## src/rtl/fetch_prefetch_buffer.sv

```systemverilog
// Instruction fetch stage: owns the fetch PC, issues credit-limited memory reads, and buffers {pc, instr} pairs for the core.
// Optional macro FETCH_PREFETCH_PERF_EN adds saturating starve and flush-drop counters.
module fetch_prefetch_buffer #(
  parameter int          DEPTH    = 4,
  parameter logic [31:0] RESET_PC = 32'h0000_0000
) (
  input  logic        i_clk,
  input  logic        i_srst,
  output logic        o_memReqValid,
  input  logic        i_memReqReady,
  output logic [31:0] o_memReqAddr,
  input  logic        i_memRspValid,
  input  logic [31:0] i_memRspData,
  input  logic        i_redirectValid,
  input  logic [31:0] i_redirectPc,
  output logic        o_instrValid,
  input  logic        i_instrReady,
  output logic [31:0] o_instruction,
  output logic [31:0] o_pc
`ifdef FETCH_PREFETCH_PERF_EN
  ,
  output logic [31:0] o_starveCount,
  output logic [31:0] o_flushDropCount
`endif
);

  localparam int AW = $clog2(DEPTH);
  localparam int CW = AW + 1;
  typedef logic [CW-1:0] cnt_t;

  logic [31:0]   instr_mem [DEPTH];
  logic [31:0]   pc_mem    [DEPTH];
  logic [AW-1:0] rd_ptr, wr_ptr;
  cnt_t          count, outstanding, discard;
  logic [31:0]   fetch_pc, rsp_pc;
  logic          run;
  logic [CW:0]   credit_used;
  logic          req_fire, rsp_ok, rsp_drop, push, pop;
  logic [31:0]   redirect_pc;

  // NOTE: every output of an always_comb block is assigned first, so no path can infer a latch.
  always_comb begin
    credit_used   = {1'b0, count} + {1'b0, outstanding};
    // run holds requests off for the first cycle after reset is released.
    o_memReqValid = !i_srst && !i_redirectValid && run && (credit_used < (CW+1)'(DEPTH));
    o_memReqAddr  = fetch_pc;
    req_fire      = o_memReqValid && i_memReqReady;
    rsp_ok        = i_memRspValid && (outstanding != '0);
    rsp_drop      = rsp_ok && (i_redirectValid || (discard != '0));
    push          = rsp_ok && !rsp_drop;
    o_instrValid  = !i_srst && (count != '0);
    pop           = o_instrValid && i_instrReady && !i_redirectValid;
    o_instruction = o_instrValid ? instr_mem[rd_ptr] : '0;
    o_pc          = o_instrValid ? pc_mem[rd_ptr]    : '0;
    redirect_pc   = i_redirectPc & 32'hFFFF_FFFC;
  end

  // NOTE: sequential state uses non-blocking assignments so every register sees pre-edge values.
  always_ff @(posedge i_clk) begin
    if (i_srst) begin
      fetch_pc    <= RESET_PC & 32'hFFFF_FFFC;
      rsp_pc      <= RESET_PC & 32'hFFFF_FFFC;
      count       <= '0;
      outstanding <= '0;
      discard     <= '0;
      rd_ptr      <= '0;
      wr_ptr      <= '0;
      run         <= 1'b0;
    end else begin
      run <= 1'b1;
      if (i_redirectValid) begin
        fetch_pc    <= redirect_pc;
        rsp_pc      <= redirect_pc;
        count       <= '0;
        rd_ptr      <= '0;
        wr_ptr      <= '0;
        outstanding <= outstanding - cnt_t'(rsp_ok);
        // Every request still in flight is now stale, whether or not it already was.
        discard     <= outstanding - cnt_t'(rsp_ok);
      end else begin
        if (req_fire) fetch_pc <= fetch_pc + 32'd4;
        outstanding <= outstanding + cnt_t'(req_fire) - cnt_t'(rsp_ok);
        discard     <= discard - cnt_t'(rsp_drop);
        count       <= count + cnt_t'(push) - cnt_t'(pop);
        if (push) begin
          wr_ptr <= wr_ptr + 1'b1;
          rsp_pc <= rsp_pc + 32'd4;
        end
        if (pop) rd_ptr <= rd_ptr + 1'b1;
      end
    end
  end

  // NOTE: the storage array has no reset; entries are only read while count says they are valid.
  always_ff @(posedge i_clk) begin
    if (push && !i_srst) begin
      instr_mem[wr_ptr] <= i_memRspData;
      pc_mem[wr_ptr]    <= rsp_pc;
    end
  end

`ifdef FETCH_PREFETCH_PERF_EN
  logic starve;
  assign starve = !o_instrValid && i_instrReady && !i_redirectValid;

  always_ff @(posedge i_clk) begin
    if (i_srst) begin
      o_starveCount    <= '0;
      o_flushDropCount <= '0;
    end else begin
      if (starve   && (o_starveCount    != '1)) o_starveCount    <= o_starveCount + 32'd1;
      if (rsp_drop && (o_flushDropCount != '1)) o_flushDropCount <= o_flushDropCount + 32'd1;
    end
  end
`endif

  // A response with nothing outstanding is a memory protocol violation; it is ignored.
  a_no_orphan_rsp: assert property (@(posedge i_clk) disable iff (i_srst)
    !(i_memRspValid && (outstanding == '0)));

endmodule
```

## config.mk

```make
export PLATFORM = sky130hd
export DESIGN_NAME = fetch_prefetch_buffer
export DESIGN_NICKNAME = d
export VERILOG_FILES = /design/src/rtl/fetch_prefetch_buffer.sv
export SDC_FILE = /design/constraint.sdc
export NUM_CORES = 1
export LEC_CHECK = 0
export CORE_AREA = 10 10 287 179
export CTS_CLUSTER_DIAMETER = 200
export DETAILED_ROUTE_END_ITERATION = 10
export DIE_AREA = 0 0 297 189
export SYNTH_ARGS = -nofsm -noshare
export SYNTH_HDL_FRONTEND = slang
export SYNTH_SLANG_ARGS = --single-unit
export TNS_END_PERCENT = 50
```

## constraint.sdc

```tcl
create_clock -name i_clk -period 3.6 [get_ports i_clk]
set_clock_uncertainty 0.2 [all_clocks]
set_input_delay 0.36 -clock i_clk [delete_from_list [all_inputs] [get_ports i_clk]]
set_output_delay 0.36 -clock i_clk [all_outputs]
set_load 0.03 [all_outputs]
```

## Yosys cells after proc, flatten, opt, wreduce, memory -nomap -nowiden

Memory sizes are Yosys's and may differ from the RTL's. A register that Yosys moved wholly into a read port is not among the register bits.
Index checks and enable logic that the tools add are counted.

| storage, ports and cells | value |
|---|---|
| input port bits | 70 |
| memories | 2 |
| bits in writable memories | 256 |
| output and inout bits | 98 |
| word-level logic and storage cells | 60 |
| register bits after elaboration | 78 |

Memory list:

| name | depth | bits a word | read ports | clocked after memory_dff | write ports | line | text |
|---|---|---|---|---|---|---|---|
| instr_mem | 4 | 32 | 1 | 1 | 1 | 31 | `logic [31:0] instr_mem [DEPTH];` |
| pc_mem | 4 | 32 | 1 | 1 | 1 | 32 | `logic [31:0] pc_mem [DEPTH];` |

| cells by class | value |
|---|---|
| mux-type cells | 15 |
| reductions and logical operators | 21 |
| add/subtract/negate cells | 11 |
| $lt $le $gt $ge | 1 |

Operators with widths:

| kind | number |
|---|---|
| 32-bit 2-to-1 mux | 6 |
| 32-bit by 3-bit adder with 32-bit output, second input constant | 2 |
| 3-bit by 1-bit subtractor with 3-bit output | 4 |
| 1-bit logical AND | 11 |
| 3-bit nonzero test | 3 |
| 2-bit 2-to-1 mux | 4 |
| 3-bit by 1-bit adder with 3-bit output | 2 |
| 3-bit 2-to-1 mux | 2 |
| 2-bit by 1-bit adder with 2-bit output, second input constant | 2 |
| 3-bit by 3-bit adder with 4-bit output | 1 |
| 4-bit by 3-bit less-than comparator with 1-bit output, second input constant | 1 |
| 2-bit nonzero test | 2 |
| 1-bit zero test | 3 |
| 1-bit 2-to-1 mux | 3 |
| 2-bit OR reduction | 1 |
| 1-bit logical OR | 1 |

## Longest topological paths before layout

| depth | value |
|---|---|
| word-level depth | 8 |
| mapped depth | 14 |

## Worst setup path after synthesis

Ideal clock, no wire load.

| path | value |
|---|---|
| kind | register to register |
| from | register discard[1] |
| to | memory instr_mem[0][0], enable pin |
| setup time | 0.427 ns |
| stages on the path, launching flop included | 6 |
| slack | 0.113 ns |
| arrival time | 2.861 ns |
| path buffers | 2 |
| cell sequence | dfxtp_1 > or3_4 > nor3_4 > buf_4 > buf_2 > and3_1 |

| between the ends | value |
|---|---|
| longest elaborated chain between the ends | 8 |

Ends and longest elaborated chain:

| item | line | text |
|---|---|---|
| start: declaration | 34 | `cnt_t count, outstanding, discard;` |
| start signal: assignment | 79 | `discard <= outstanding - cnt_t'(rsp_ok);` |
| start signal: assignment | 83 | `discard <= discard - cnt_t'(rsp_drop);` |
| 3-bit nonzero test | 49 | `rsp_drop = rsp_ok && (i_redirectValid \|\| (discard != '0));` |
| 1-bit logical OR | 49 |  |
| 1-bit logical AND | 49 |  |
| 1-bit zero test | 50 | `push = rsp_ok && !rsp_drop;` |
| 1-bit logical AND | 50 |  |
| 1-bit logical AND | 96 | `if (push && !i_srst) begin` |
| 1-bit 2-to-1 mux | 96 |  |
| 1-bit 2-to-1 mux (implied by the code) | 97 | `instr_mem[wr_ptr] <= i_memRspData;` |
| end: declaration | 31 |  |

Every way passes these cells.

## Worst setup path in the final report

| path | value |
|---|---|
| from | register count[1] |
| to | output o_instruction[17] |

| between the ends | value |
|---|---|
| longest elaborated chain between the ends | 3 |

Ends and longest elaborated chain:

| item | line | text |
|---|---|---|
| start: declaration | 34 |  |
| start signal: assignment | 84 | `count <= count + cnt_t'(push) - cnt_t'(pop);` |
| 3-bit nonzero test | 51 | `o_instrValid = !i_srst && (count != '0);` |
| 1-bit logical AND | 51 |  |
| 32-bit 2-to-1 mux | 53 | `o_instruction = o_instrValid ? instr_mem[rd_ptr] : '0;` |
| end: declaration | 18 | `output logic [31:0] o_instruction,` |

Every way passes these cells.

==> results.txt <==
Leak = 5.517 nW
Fin. Hold Viols = 0
GR Util All Layers = 0.1183
Clk pin slew, worst setup/hold paths = 60 ps
Hold WS = 196.7 ps
1st-pass router iterations = 5
Initial antenna violation count = 1
Syn_area_per_cell = 14.74 µm²
Die ar. = 0.05613 mm²
Vias per cell = 4.869
Final setup viols = 0
Routed Antenna Nets = 0
Chip Height = 189 µm
Per-cell routed wire length = 19.57 µm
Tcrit/Tclk final = 0.9060
Worst-Skew Late Latency = 580 ps
CTS buffer count = 31
Post-synth ARST share = 0
Die width = 297 µm
Max cap viols = 0
Setup TNS = 0 ps
Top FF cell, synth = edfxtp_1
Max Fclk = 0.3066 GHz
Synthesis-to-finish area growth = 26.33%
Cell Area, Synth = 0.01365 mm²
Buffer depth of the longest clock path = 3
H-Tree Depth = 1
N_diodes = 0
DRT iter0 DRCs = 655
I/O Pins = 168
#FFs+latches synth = 324
Worst slew margin = 0.1342
Share of layout cells above drive strength 1 = 0.1425
Clk sinks = 324
DRC Markers = 0
First-pass GRT wire length = 53080 µm
Placed Area = 0.01612 mm²
Cells after Synth = 926
Root Driver = clkbuf_16
Power Density = 488.5 mW/mm²
Dpl hpwl = 23090 µm
Hold crit path type = in2reg
Vias in the first global route = 8733
Fin cells = 1753
# port buffers = 161
CP required = 3040 ps
Worst vdd ir = 0.0003075 V
Crit start category = flop
CTS Hold Buffers Added = 3
RSZ-0062 raised after global routing = no
Worst slew pin tran = 1294 ps
Final core area utilization = 0.3758
Crit-path max FO = 18
Synth cell types = 63
Critical Path End Type = primary output
Pin count of the biggest net entering global routing = 63
CP arrival = 2700 ps
Status = finished clean
TritonCTS clock tree = done
Post-CTS sizing = 0
GP Congestion = 0.8321
Initial core utilization = 0.2975
Clock period minus worst slack = 3262 ps
Core ar. = 0.04587 mm²
Post-synthesis sequential area ratio = 0.6573
Via count = 8536
EDFF count, synth = 248
Final Max Slew Viols = 0
Row cnt = 61
GR Overflow Total = 0
Crit Path Class = reg2out
# Post-CTS Setup Buffers = 0
Fin nets = 1186
Post-route cell area = 0.01724 mm²
Synth warn = 0
Placed cell count = 1692
Total wire length = 34300 µm
-- cell usage in the layout (no fill, tap or decap), drive strengths merged, types with 6 or more instances in the layout --
cell type,count
edfxtp,248
clkdlybuf4s50,159
dfxtp,76
and2,67
nand2,64
mux4,62
nor2,43
a21oi,33
clkbuf,32
a31oi,28
buf,28
o21ai,26
nand4,26
inv,24
nand3,22
clkinv,19
xor2,17
ha,16
and3,14
a211oi,12
xnor2,8
or4,8
mux2,8
or3,8
nor3,8
and4,7
bufinv,7
nor4,6
-- state kept, by name, indices dropped and copies added (netlist names), named ones only --
register / flops
wr_ptr: 2
rd_ptr: 2
outstanding: 3
pc_mem: 120
run: 1
o_memReqAddr: 30
count: 3
discard: 3
instr_mem: 128
rsp_pc: 30
-- layout make-up --
cell class,instances,area (µm²)
tap,630,788.3
multi-input combinational,527,4382
timing repair buffer,190,1914
clock buffer,32,779.5
clock inverter,26,309.0
sequential,324,8976
inverter,24,90.09
fill,4313,28630
-- kinds of logic (layout without fill, tap and decap cells) --
| group | after synthesis | in the layout | share of synthesized area |
|---|---|---|---|
| mux | 71 | 71 | 0.1097 |
| other cells | 1 | 4 | 0.0002748 |
| simple gates | 282 | 282 | 0.1158 |
| xor+xnor | 25 | 25 | 0.01605 |
| flops | 324 | 324 | 0.6573 |
| buf+inv | 78 | 272 | 0.02448 |
| compound gates | 127 | 127 | 0.05887 |
| fa+ha+maj | 18 | 18 | 0.01760 |
-- per-layer routing --
layer  global-route usage  part of all wire  vias up
li1                     -                 -     3923
met1               0.1629              0.47     4347
met2               0.1876              0.45      235
met3              0.03019             0.060       31
met4              0.02092             0.017        0
met5                    0                 0        -
-- power breakdown --
part           internal [W]  total [W]  switching, W
Clock               0.00207    0.00348       0.00141
Sequential          0.00412    0.00424      0.000119
Combinational      0.000305   0.000697      0.000392
-- cell usage after synthesis, drive strengths merged, types with 3 or more instances --
cell,n,share of area
edfxtp,248,0.55
dfxtp,76,0.11
and2,67,0.031
nand2,64,0.018
mux4,62,0.10
nor2,43,0.013
a21oi,33,0.012
clkbuf,29,0.0083
a31oi,28,0.013
nand4,26,0.012
o21ai,26,0.0095
buf,25,0.0096
inv,23,0.0063
nand3,22,0.0094
xor2,17,0.011
ha,16,0.015
and3,14,0.0064
a211oi,12,0.0066
mux2,8,0.0066
nor3,8,0.0041
or3,8,0.0040
or4,8,0.0044
xnor2,8,0.0051
and4,7,0.0045
nor4,6,0.0043
o211ai,5,0.0028
a32oi,3,0.0019
a41oi,3,0.0019
nand3b,3,0.0017
o21a,3,0.0017
o311ai,3,0.0019
o31ai,3,0.0027
-- metrics by stage --
stage               setup WS [ps]  power [W]
global route                127.6   0.008761
detailed placement          461.5   0.005022
CTS                         221.1   0.008538
global placement            508.1   0.005003
floorplan                   112.5   0.004701
finish                      338.2   0.008422
-- critical path, stage by stage (launching register included) --
cell and delay [ps]:
dfxtp_1 400, nor3_1 120, nor2_4 440, buf_4 320
and2_1 150, clkdlybuf4s50_1 690
-- path summary, 6_finish.rpt --
kind	from	end	slack, ps	cells after the start
min reg2reg	wr_ptr[1]	wr_ptr[1]	310	2
min	i_redirectPc[20]	rsp_pc[20]	200	3
max	count[1]	o_instruction[17]	340	5
max reg2reg	outstanding[2]	outstanding[2]	530	12
No activity file was read; power rests on OpenSTA's default activity.
